### config.mk
export PLATFORM = sky130hd
export DESIGN_NAME = des_key_schedule
export DESIGN_NICKNAME = d
export VERILOG_FILES = /design/src/rtl/des_key_schedule.sv
export SDC_FILE = /design/constraint.sdc
export NUM_CORES = 1
export LEC_CHECK = 0
export ABC_AREA = 1
export CORE_AREA = 2 2 108 110
export DETAILED_ROUTE_END_ITERATION = 8
export DIE_AREA = 0 0 110 112
export PLACE_DENSITY = 0.83
export SLEW_MARGIN = 10
export SYNTH_ARGS = -nofsm -noshare
export SYNTH_HDL_FRONTEND = slang
export SYNTH_SLANG_ARGS = --single-unit
### constraint.sdc
create_clock -name clk -period 4.15 [get_ports clk]
set_input_delay 1.0375 -clock clk [delete_from_list [all_inputs] [get_ports clk]]
set_output_delay 1.0375 -clock clk [all_outputs]
set_load 0.01 [all_outputs]
### src/rtl/des_key_schedule.sv
// DES key schedule: expands a 64-bit key into 16 48-bit round subkeys (K1..K16 or K16..K1).
// Latency: start at cycle T -> first subkey valid at T+2, one subkey per accepted transfer.
// Backpressure: subkey/round/C/D hold while subkey_ready is low; valid never drops without a transfer.
// Optional: define DES_KEY_PARITY_CHECK_EN to reject keys whose bytes fail odd parity (key_err pulse).
module des_key_schedule (
  input  logic        clk,
  input  logic        n_rst,
  input  logic [63:0] key,
  input  logic        start,
  input  logic        decrypt,
  input  logic        subkey_ready,
  output logic [47:0] subkey,
  output logic        subkey_valid,
  output logic [3:0]  round,
  output logic        last,
  output logic        busy,
  output logic        key_err
);

  typedef enum logic [1:0] {IDLE, LOAD, GEN} state_t;

  // PC-1: DES input bit numbers (1 = key[63]) for C0 then D0
  localparam int PC1 [56] = '{
    57, 49, 41, 33, 25, 17,  9,  1, 58, 50, 42, 34, 26, 18,
    10,  2, 59, 51, 43, 35, 27, 19, 11,  3, 60, 52, 44, 36,
    63, 55, 47, 39, 31, 23, 15,  7, 62, 54, 46, 38, 30, 22,
    14,  6, 61, 53, 45, 37, 29, 21, 13,  5, 28, 20, 12,  4
  };

  // PC-2: CD bit numbers (1 = C[27]) for subkey bits 1..48
  localparam int PC2 [48] = '{
    14, 17, 11, 24,  1,  5,  3, 28, 15,  6, 21, 10,
    23, 19, 12,  4, 26,  8, 16,  7, 27, 20, 13,  2,
    41, 52, 31, 37, 47, 55, 30, 40, 51, 45, 33, 48,
    44, 49, 39, 56, 34, 53, 46, 42, 50, 36, 29, 32
  };

  function automatic logic [55:0] pc1_perm(input logic [63:0] k);
    logic [55:0] r;
    r = '0;
    for (int i = 0; i < 56; i++) begin
      r[6'(55 - i)] = k[6'(64 - PC1[i])];
    end
    return r;
  endfunction

  function automatic logic [47:0] pc2_perm(input logic [55:0] cd);
    logic [47:0] r;
    r = '0;
    for (int i = 0; i < 48; i++) begin
      r[6'(47 - i)] = cd[6'(56 - PC2[i])];
    end
    return r;
  endfunction

  function automatic logic [27:0] rotl(input logic [27:0] x, input logic two);
    return two ? {x[25:0], x[27:26]} : {x[26:0], x[27]};
  endfunction

  function automatic logic [27:0] rotr(input logic [27:0] x, input logic two);
    return two ? {x[1:0], x[27:2]} : {x[0], x[27:1]};
  endfunction

  state_t      state;
  state_t      state_nxt;
  logic [27:0] c_reg;
  logic [27:0] d_reg;
  logic [3:0]  round_reg;
  logic        dec_reg;
  logic        parity_ok;
  logic        transfer;
  logic        shift_one;
  logic        accept_start;

`ifdef DES_KEY_PARITY_CHECK_EN
  // Every key byte must carry odd parity
  always_comb begin
    parity_ok = 1'b1;
    for (int b = 0; b < 8; b++) begin
      parity_ok = parity_ok & (^key[8*b +: 8]);
    end
  end

  // One-cycle error pulse for a start rejected on parity
  always_ff @(posedge clk) begin
    if (!n_rst) begin
      key_err <= 1'b0;
    end else begin
      key_err <= (state == IDLE) && start && !parity_ok;
    end
  end
`else
  assign parity_ok = 1'b1;
  assign key_err   = 1'b0;
`endif

  assign accept_start = (state == IDLE) && start && parity_ok;
  assign transfer     = (state == GEN) && subkey_ready;
  // The next subkey index is round+2; single shifts fall on indices 2, 9 and 16 in
  // either direction (decrypt walks the same shift table mirrored), i.e. round 0, 7, 14.
  assign shift_one    = (round_reg == 4'd0) || (round_reg == 4'd7) || (round_reg == 4'd14);

  // State register
  always_ff @(posedge clk) begin
    if (!n_rst) begin
      state <= IDLE;
    end else begin
      state <= state_nxt;
    end
  end

  // Next-state logic
  always_comb begin
    state_nxt = state;
    case (state)
      IDLE:    if (accept_start) state_nxt = LOAD;
      LOAD:    state_nxt = GEN;
      GEN:     if (transfer && (round_reg == 4'd15)) state_nxt = IDLE;
      default: state_nxt = IDLE;
    endcase
  end

  // C/D rotation registers, round counter and latched direction
  always_ff @(posedge clk) begin
    if (!n_rst) begin
      c_reg     <= '0;
      d_reg     <= '0;
      round_reg <= '0;
      dec_reg   <= 1'b0;
    end else begin
      case (state)
        IDLE: begin
          if (accept_start) begin
            dec_reg        <= decrypt;
            {c_reg, d_reg} <= pc1_perm(key);
          end
        end
        LOAD: begin
          round_reg <= '0;
          // Decrypt starts from K16, which uses C0/D0 unshifted (28 total shifts)
          if (!dec_reg) begin
            c_reg <= rotl(c_reg, 1'b0);
            d_reg <= rotl(d_reg, 1'b0);
          end
        end
        GEN: begin
          if (transfer) begin
            if (round_reg == 4'd15) begin
              round_reg <= '0;
            end else begin
              round_reg <= round_reg + 4'd1;
              if (dec_reg) begin
                c_reg <= rotr(c_reg, !shift_one);
                d_reg <= rotr(d_reg, !shift_one);
              end else begin
                c_reg <= rotl(c_reg, !shift_one);
                d_reg <= rotl(d_reg, !shift_one);
              end
            end
          end
        end
        default: begin
          round_reg <= '0;
        end
      endcase
    end
  end

  assign subkey_valid = (state == GEN);
  assign subkey       = subkey_valid ? pc2_perm({c_reg, d_reg}) : '0;
  assign round        = round_reg;
  assign last         = subkey_valid && (round_reg == 4'd15);
  assign busy         = (state != IDLE);

endmodule
Word level (Yosys, flattened, before mapping)
Index checks and enable logic that the tools add are counted.
Cells by class
  reduce and logical (&&, ||, !) cells: 14
  shift operators: 0
  bitwise operators: 1
  $mul: 0
  magnitude comparators: 0
  div/mod/pow operators: 0
  $add $sub $neg: 1
  equal/unequal tests: 10
  multiplexer cells: 23
Operators by type and width (count)
  two-way mux 28 bit: 14
  one-hot mux 28 bit (3 select lines): 2
  two-way mux 32 bit: 1
  == test 4 bit, second input constant: 2
  two-way mux 4 bit: 2
  one-hot mux 4 bit (2 select lines): 1
  != test 2 bit, second input constant: 3
  one-hot mux 2 bit (3 select lines): 1
  AND reduction 2 bit: 3
  AND reduction 5 bit: 1
  adder 4 x 1 -> 4 bit, second input constant: 1
  == test 4 x 3 -> 1 bit, second input constant: 1
  logical AND 1 bit: 4
  zero test 4 bit: 1
  two-way mux 2 bit: 2
  != test 2 x 1 -> 1 bit, second input constant: 2
  nonzero test 3 bit: 1
  == test 2 x 1 -> 1 bit, second input constant: 1
  == test 2 bit, second input constant: 1
  zero test 2 bit: 1
  logical OR 1 bit: 2
  nonzero test 2 bit: 1
  inverter 1 bit: 1
Word-level totals
  register bits: 63
  input port bits: 69
  output and inout bits: 56
  memories kept: 0
  bits in read-only memories: 0
  RAM bits: 0
  bits in latches: 0
  word-level logic and storage cells: 54

Logic depth before layout (Yosys ltp)
  depth after elaboration: 8
  depth in mapped cells: 13
  depth with buffers taken out: 11

Least setup slack after synthesis
No wires, ideal clock.
  path kind: register to output
  from: register state[0]
  to: output subkey[10]
  cell stages (with the launch flop): 9
  arrival: 1.649 ns
  path slack: 1.464 ns
  buffers on the path: 4
  required time: 3.113 ns
  path through: dfxtp_1 inv_1 ha_1 clkbuf_1 buf_2 buf_2 buf_1 nand2_1 inv_1
Between the ends
  longest elaborated chain between the ends: 2
RTL lines
  start, declared: line 64  | state_t state;
  start signal, assigned: line 108  | state <= state_nxt;
  == test 2 bit: line 169  | assign subkey_valid = (state == GEN);
  named net subkey_valid: line 13  | output logic subkey_valid,
  two-way mux 32 bit: line 170  | assign subkey = subkey_valid ? pc2_perm({c_reg, d_reg}) : '0;
  end, declared: line 12  | output logic [47:0] subkey,
The timed path passes the listed nets, and every way through them passes these cells. The select of a mux whose other input is x is not followed.

Final worst setup path
  from: register state[0]
  to: output subkey[22]
Between the ends
  longest elaborated chain between the ends: 2
RTL lines (line)
  == test 2 bit: 169
  two-way mux 32 bit: 170
Every way passes these cells. The select of a mux whose other input is x is not followed.

==> out/metrics.cfg <==
[run_status]
status = finished clean

[yosys]
synth_compound_area_frac = 0.0970
synth_xor_area_frac = 0.00161
synth_seq_cells = 63
synth_edf_count = 0
ys.flop_type = dfxtp_1
synth_top_family_by_area = simple AND/OR/NAND/NOR gates
syn_area_per_cell_um2 = 5.59
syn_area_um2 = 5440
synth_cell_type_count = 23
netlist_instances = 974
yosysSeqAreaShare = 0.232
yosys_warnings = 0
async_reset_ff_frac = 0
muxShareOfSynthArea = 0
yosys.area_share.simple = 0.477
synthAdderAreaFrac = 0.0207

[routing]
viasPerCell = 5.30
wire_per_inst_um = 12.2
drtIter0Drc = 580
num_vias = 5985
routed_wl_um = 13700
drt-pass1-iter-count = 5
drc = 0
ant_nets = 0

[clock_network]
cts_root_buffer = clkbuf_16
cts_max_level = 3
clk_pin_slew_ps = 50
cts_tree = built
post_cts_resized = 0
clock_sinks = 63
cts_buffer_depth = 2
clk_latency_ps = 330
cts_buffers = 9
cts.hold.buffers_added = 0
postCtsSetupBuffers = 0

[timing]
finalMaxSlewViolations = 0
worst_pin_slew_ps = 703
timing.fmax_mhz = 305
setup_tns_ps = 0
min_period_ps = 3270
hold_violations = 0
slew_headroom = 0.531
skew_ps = 6.78
post-route-period-util = 0.789
finalSetupViolCount = 0
rsz0062_at_grt = false
fin_hold_ws_ps = 482

[setup_path]
critPathMaxFanout = 23
start_kind = flop
crit_path_end_kind = output pin
arrival_ps = 2240
critPathRequiredTime_ps = 3110
crit_type = reg -> out

[die]
boundaryPins = 125
die_x_um = 110
die_h_um = 112
initial_utilization = 0.487
core_um2 = 11200
dieArea_um2 = 12300
num_rows = 39

[global_routing]
antenna_found_initial = 0
grt-ovfl-total = 0
grt_max_degree = 59
track_usage = 0.235
grt_pass1_vias = 5244
grt_pass1_wl_um = 24000

[place]
io_buffers = 53
gp_congestion = 0.890
dpl.hpwl_um = 8910
dpl_cell_area_um2 = 5800

[power_and_ir_drop]
powerDensity_nw_per_um2 = 764
swShare = 0.526
max-vdd-ir-drop_uv = 597
total_leakage_power_nw = 3.07
comb_power_share = 0.649
p_switching_mw = 2.46
p_clk_frac = 0.178
p_int_mw = 2.22
pwr-share-seq = 0.173

[cells_and_area]
nNetsFinal = 1060
antenna_cells = 0
syn2layout_area_growth_pct = 12.6
layout-drive-gt1-share = 0.0598
finalInstanceArea_um2 = 6130

[worst_hold_path]
hp-class = reg -> reg

[job]
max-cap-violations = 0

synth_stat cells, types with 7 or more instances:
cell      count  share of area
nand2_1     426           0.29
nand3_1      97          0.089
inv_1        93          0.064
a21oi_1      77          0.071
dfxtp_1      63           0.23
nand4_1      57          0.066
buf_4        30          0.041
clkbuf_1     26          0.018
buf_2        22          0.020
o21ai_0      21          0.019
or2_2        16          0.018
buf_6         9          0.019
ha_1          9          0.021
buf_1         7         0.0048
layout by cell type, fill, tap and decap left out, types with 9 or more instances in the layout:
cell type / n
a21oi_1: 77
buf_4: 16
clkbuf_16: 9
clkdlybuf4s50_1: 53
conb_1: 23
dfxtp_1: 62
inv_1: 93
nand2_1: 426
nand3_1: 97
nand4_1: 57
o21ai_0: 21
or2_2: 16
metrics by stage:
step                      std cells  power, mW  setup WS, ps   util
after floorplan                 996       3.27          1460      -
after CTS                      1130       4.66           843  0.548
after detailed placement       1114       3.80           962  0.519
after global placement         1114       3.76           954  0.519
after global routing           1130       5.19           726  0.548
final                          1130       4.68           876  0.548
metal layers:
metal / global-route usage / share of wire / vias to the layer above
met5: 0 / 0 / -
met4: 0.0861 / 0.014 / 0
met3: 0.0416 / 0.080 / 11
met2: 0.348 / 0.44 / 249
met1: 0.338 / 0.47 / 2656
li1: - / - / 3069
power by group through the flow:
| stage | clock, mW | sequential [mW] | combinational (mW) |
|---|---|---|---|
| floorplan | 0 | 0.796 | 2.47 |
| global placement | 0 | 0.817 | 2.94 |
| detailed placement | 0 | 0.821 | 2.97 |
| CTS | 0.850 | 0.809 | 3.00 |
| global route | 0.870 | 0.829 | 3.49 |
| finish | 0.832 | 0.812 | 3.04 |
worst max-delay path, cell delays in order (launching register included):
cell and delay [ps]:
dfxtp_1 340, inv_1 130, ha_2 490, buf_4 280, nand2_1 80, inv_1 60
clkdlybuf4s50_1 520
path summary, 6_finish.rpt:
check,startpoint,to,depth (start not counted),slack [ps]
worst min-delay path,c_reg[8],c_reg[8],2,480
worst max register to register,state[0],d_reg[16],10,1450
worst min register to register,c_reg[8],c_reg[8],2,480
worst max-delay path,state[0],subkey[22],6,880
kinds of logic after synthesis:
| family | after synthesis |
|---|---|
| buffers and inverters | 193 |
| xor gates and xnor gates | 1 |
| adders and majority gates | 9 |
| other | 1 |
| AOI/OAI and AO/OA | 103 |
| DFF | 63 |
| and+or+nand+nor | 604 |
area by class of cell:
type,instances,area (um^2)
Fill cell,1125,5050
Multi-Input combinational cell,740,3340
Tap cell,143,179
Clock buffer,13,260
Sequential cell,63,1260
Timing Repair Buffer,69,651
Inverter,99,372
Clock inverter,3,65.1
No activity file was read; power rests on OpenSTA's default activity.
